--- src/rtl/branch_resolve_unit.sv ---
// Three-stage branch/jump resolver (S1 decode, S2 operand latch, S3 resolve) feeding
// redirect controls back to the fetch unit and flushing wrong-path instructions.
module branch_resolve_unit #(
    parameter int OFFSET_COMP = 3,
    parameter bit ENABLE_JR   = 1'b1
) (
    input  logic        clk,
    input  logic        rst,
    input  logic [31:0] ifu_pc,
    input  logic [31:0] ifu_ins,
    output logic [4:0]  rs_addr,
    output logic [4:0]  rt_addr,
    input  logic [31:0] rs_data,
    input  logic [31:0] rt_data,
    output logic        nPC_sel3,
    output logic        zero3,
    output logic        jmp3,
    output logic [31:0] JUMPER_out3,
    output logic [31:0] Ext_out3,
    output logic        link_valid,
    output logic [31:0] link_pc,
    output logic        redirect
);
    localparam int DATA_W = 32;

    // The fetch unit adds Ext<<2 to branch_pc+16, so the word offset is pre-reduced here.
    function automatic logic [DATA_W-1:0] comp_offset(input logic [15:0] imm);
        logic signed [15:0] adj;
        adj = $signed(imm) - $signed(16'(OFFSET_COMP));
        return {{(DATA_W-16){adj[15]}}, adj};
    endfunction

    logic              vld_p0, vld_p1;
    logic [DATA_W-1:0] pc_p0, ins_p0;
    logic [DATA_W-1:0] pc_p1, ins_p1, rs_p1, rt_p1;

    logic              is_beq, is_bne, is_j, is_jal, is_jr;
    logic              br_nxt, zero_nxt, jmp_nxt;
    logic [DATA_W-1:0] jt_nxt, ext_nxt, lpc_nxt, pc4_p1;

    assign rs_addr  = ins_p0[25:21];
    assign rt_addr  = ins_p0[20:16];
    assign redirect = (nPC_sel3 & zero3) | jmp3;

    // S1 / S2 valid: a redirect turns every younger instruction into a bubble
    always_ff @(posedge clk or posedge rst) begin
        if (rst) begin
            vld_p0 <= 1'b0;
            vld_p1 <= 1'b0;
        end else begin
            vld_p0 <= !redirect;
            vld_p1 <= vld_p0 && !redirect;
        end
    end

    always_ff @(posedge clk) begin
        pc_p0  <= ifu_pc;
        ins_p0 <= ifu_ins;
        pc_p1  <= pc_p0;
        ins_p1 <= ins_p0;
        rs_p1  <= rs_data;
        rt_p1  <= rt_data;
    end

    // S2 -> S3 decode
    always_comb begin
        pc4_p1   = pc_p1 + 32'd4;
        is_beq   = vld_p1 && (ins_p1[31:26] == 6'h04);
        is_bne   = vld_p1 && (ins_p1[31:26] == 6'h05);
        is_j     = vld_p1 && (ins_p1[31:26] == 6'h02);
        is_jal   = vld_p1 && (ins_p1[31:26] == 6'h03);
        is_jr    = ENABLE_JR && vld_p1 && (ins_p1[31:26] == 6'h00) && (ins_p1[5:0] == 6'h08);
        br_nxt   = is_beq || is_bne;
        zero_nxt = (is_beq && (rs_p1 == rt_p1)) || (is_bne && (rs_p1 != rt_p1));
        jmp_nxt  = is_j || is_jal || is_jr;
        jt_nxt   = '0;
        if (is_j || is_jal) begin
            jt_nxt = {pc4_p1[31:28], ins_p1[25:0], 2'b00};
        end else if (is_jr) begin
            jt_nxt = rs_p1;
        end
        ext_nxt  = br_nxt ? comp_offset(ins_p1[15:0]) : '0;
        lpc_nxt  = vld_p1 ? pc_p1 + 32'd8 : '0;
    end

    // S3: registered outputs, cleared on the flush edge
    always_ff @(posedge clk or posedge rst) begin
        if (rst) begin
            nPC_sel3    <= 1'b0;
            zero3       <= 1'b0;
            jmp3        <= 1'b0;
            link_valid  <= 1'b0;
            JUMPER_out3 <= '0;
            Ext_out3    <= '0;
            link_pc     <= '0;
        end else if (redirect) begin
            nPC_sel3    <= 1'b0;
            zero3       <= 1'b0;
            jmp3        <= 1'b0;
            link_valid  <= 1'b0;
            JUMPER_out3 <= '0;
            Ext_out3    <= '0;
            link_pc     <= '0;
        end else begin
            nPC_sel3    <= br_nxt;
            zero3       <= zero_nxt;
            jmp3        <= jmp_nxt;
            link_valid  <= is_jal;
            JUMPER_out3 <= jt_nxt;
            Ext_out3    <= ext_nxt;
            link_pc     <= lpc_nxt;
        end
    end
endmodule
--- config.mk ---
export PLATFORM = sky130hd
export DESIGN_NAME = branch_resolve_unit
export DESIGN_NICKNAME = d
export VERILOG_FILES = /design/src/rtl/branch_resolve_unit.sv
export SDC_FILE = /design/constraint.sdc
export NUM_CORES = 1
export LEC_CHECK = 0
export BUFFER_PORTS_ARGS = -buffer_cell sky130_fd_sc_hd__buf_2
export CAP_MARGIN = 20
export CORE_ASPECT_RATIO = 0.8
export CORE_MARGIN = 4
export CORE_UTILIZATION = 54
export DETAILED_ROUTE_END_ITERATION = 10
export PLACE_DENSITY = 0.85
export SETUP_SLACK_MARGIN = 0.3
export SLEW_MARGIN = 20
export SYNTH_ARGS = -nofsm -noshare
export SYNTH_HDL_FRONTEND = slang
export SYNTH_SLANG_ARGS = --single-unit
--- constraint.sdc ---
create_clock -name clk -period 5.8 [get_ports clk]
set_clock_uncertainty 0.2 [all_clocks]
set_input_delay 0.29 -clock clk [delete_from_list [all_inputs] [get_ports clk]]
set_output_delay 0.29 -clock clk [all_outputs]
set_load 0.005 [all_outputs]
==> metrics.txt <==
syn_nets 766; Tmin final roughly 3.3 ns; top-count cell post-synth dfxtp_1; Required @ worst endpoint roughly 6.0 ns; number of global-route vias before repair about 6.6k; final instance area 11500 um2; Via density between 5 and 6; highest net fanout along the worst path 30; Total Wirelength 23500 um; clock slew at reported path FFs around 0.070 ns; VDD IR max 0.326 mV; global route total overflow 0; area of the die approximately 17000 um2; critical path cell sequence a21o_1 -> inv_1 -> nand2_1 -> or3_1 -> o21bai_1 -> a21oi_1; Slew @ Worst Pin about 1.2 ns; Post CTS Setup Buffer Count 0; Worst-Skew Late Latency roughly 0.52 ns; area leader, netlist dfxtp_1; CTS H-tree depth 1; synthesized area 8210 um2; Synth Instances about 630; Power Density 346 nW/um2; distinct cell type count after synthesis 38; RSZ-0062 raised after global routing no; CTS Sinks between 200 and 300; area share of the largest cell type after synthesis 46.8%; dpl ws approximately 2.6 ns; final hold vios 0; share of flip-flops with an asynchronous set or reset a little under a third; synth cell count leaders dfxtp_1, dfrtp_1, xor2_1; gr usage total a little over a quarter; Pleak ~0.0055 uW; Seq/Total Area, Yosys 73.0%; Row Count 40; CTS Buf Count 25; Synth Flop Type dfxtp_1; CP max stage cell or3_1; slew margin rel. between 20 and 25%; hpwl dp around 14000 um; EDFF count, synth 0; Setup-failing EPs final 0; Worst Setup Start Kind register; gpl congestion 0.851; Core Area about 15000 um2; Max Cap Viol 0; via count a little over 6k; Final Cycle Share between 50% and 60%; CP Buf/Inv Count 1; status complete, no violations; clock root buffer clkbuf_16; CP endpoint kind register; largest net degree at the start of global routing 61; first-pass GRT wire length 36400 um; Max Root-Sink Buffers 3; TritonRoute pass-1 iters 5; critical path type reg -> reg; setup TNS 0 ns; worst hold path type in -> async; CTS tree yes; largest cells by area after synthesis dfxtp_1, dfrtp_1, xor2_1, buf_4, xnor2_1; nets 1117; P&R area growth vs syn 40.3%; Core Util, Final between 70% and 80%; WL/cell 19.7 um; PnR worst setup slack between 2 and 2.5 ns; Die Wd ~150 um; Initial Util 54.9%; Detail Route Antenna Nets 0; Syn Area/Cell ~13 um2; antenna violations before repair 2; Slew Viols, Final 0; layout cells sized above 1 28.8%; Seq. cell area between 5000 and 6000 um2; fillers 804; flops & latches, synth 278; placed cell area about 9400 um2; area of the multi-input gates around 1900 um2; Synth warnings 0; IO Pins between 200 and 250; DRC viols 0; Critical Path AT around 3.5 ns; Die Ht 118 um; fmax 299 MHz; Worst Hold Slack around 0.11 ns; Iteration-0 DRC Markers 433; CP top delay family simple AND/OR/NAND/NOR gates; CP max stage delay approximately 0.70 ns; Port Buf Inserts 240
## layout make-up
cell class,count,share of cell area (%)
Antenna cell,2,0.0434
Clock buffer,37,6.80
Clock inverter,8,0.651
Inverter,10,0.347
Multi-Input combinational cell,299,16.4
Sequential cell,278,52.0
Tap cell,189,2.05
Timing Repair Buffer,370,21.7
## registers in the layout, indices dropped and copies added (netlist names)
| register | cells |
|---|---|
| link_valid | 1 |
| ins_p0 | 32 |
| nPC_sel3 | 1 |
| JUMPER_out3 | 32 |
| rs_p1 | 32 |
| link_pc | 32 |
| Ext_out3 | 16 |
| vld_p0 | 1 |
| vld_p1 | 1 |
| zero3 | 1 |
| pc_p0 | 32 |
| pc_p1 | 32 |
| jmp3 | 1 |
| rt_p1 | 32 |
| ins_p1 | 32 |
## kinds of logic (layout without fill, tap and decap cells)
| family | Yosys count | count (layout) | share of synthesized area, % |
|---|---|---|---|
| fa+ha+maj | 3 | 3 | 0.457 |
| other cells | 0 | 2 | 0 |
| flops | 278 | 278 | 73.0 |
| compound gates | 53 | 53 | 4.27 |
| simple gates | 175 | 175 | 11.0 |
| buf+inv | 56 | 425 | 3.98 |
| xor+xnor | 68 | 68 | 7.25 |
## cells in the final DEF (no fill, tap or decap), drive strengths merged, types with 3 or more instances in the layout
| master | count |
|---|---|
| and4 | 3 |
| ha | 3 |
| or3 | 9 |
| nand3 | 10 |
| dfxtp | 192 |
| xnor2 | 21 |
| and2 | 7 |
| nor2 | 43 |
| clkbuf | 37 |
| nor4 | 15 |
| nor3b | 3 |
| a21oi | 25 |
| clkinv | 5 |
| nor3 | 13 |
| o21ai | 5 |
| nand4 | 16 |
| a22o | 13 |
| inv | 11 |
| dfrtp | 86 |
| xor2 | 47 |
| nand2 | 40 |
| and3 | 9 |
| dlygate4sd3 | 129 |
| buf | 241 |
## metal layers
layer | up-vias | share of wire [%] | track usage [%]
met1 | 2911 | 38 | 31.1
met3 | 89 | 6.8 | 6.52
met5 | - | 0 | 0
li1 | 2790 | - | -
met4 | 0 | 5.4 | 13.7
met2 | 303 | 50 | 46.8
## worst register-to-register path, stage by stage (launching register included)
cell and delay, ns:
dfrtp_1 0.40, a21o_1 0.19, inv_1 0.20, nand2_1 0.62, or3_1 0.70, o21bai_1 0.51
a21oi_1 0.41
## through the flow
| step | total power, uW | cells |
|---|---|---|
| global placement | 2250 | 1017 |
| finish | 3990 | 1193 |
| global route | 4110 | 1193 |
| floorplan | 2170 | 633 |
| CTS | 3970 | 1191 |
| detailed placement | 2260 | 1017 |
## report_power, final
part	internal [uW]	leakage [uW]	total [uW]	switching, uW
registers	2010	0.00274	2070	58.2
clock network	983	0.000425	1680	702
logic	136	0.00230	237	101
total	3130	0.00547	3990	861
## repair_timing
item,in CTS,in global routing
hold buffers,129,0
endpoints found under the hold margin,154,0
gates resized for setup,0,0
## final timing paths
kind                                             end  depth (start not counted)  slack, ns              start
min                            link_pc[31]$_DFF_PP0_                          3       0.11                rst
min reg2reg                        pc_p1[10]$_DFF_P_                          0       0.12  pc_p0[10]$_DFF_P_
max                        JUMPER_out3[14]$_DFF_PP0_                          6       2.45    zero3$_DFF_PP0_
max in group asynchronous   JUMPER_out3[8]$_DFF_PP0_                          4       4.19                rst
max reg2reg                JUMPER_out3[14]$_DFF_PP0_                          6       2.45    zero3$_DFF_PP0_
min in group clk                   pc_p1[10]$_DFF_P_                          0       0.12  pc_p0[10]$_DFF_P_
Note: power is estimated with default switching activity, not from simulation.
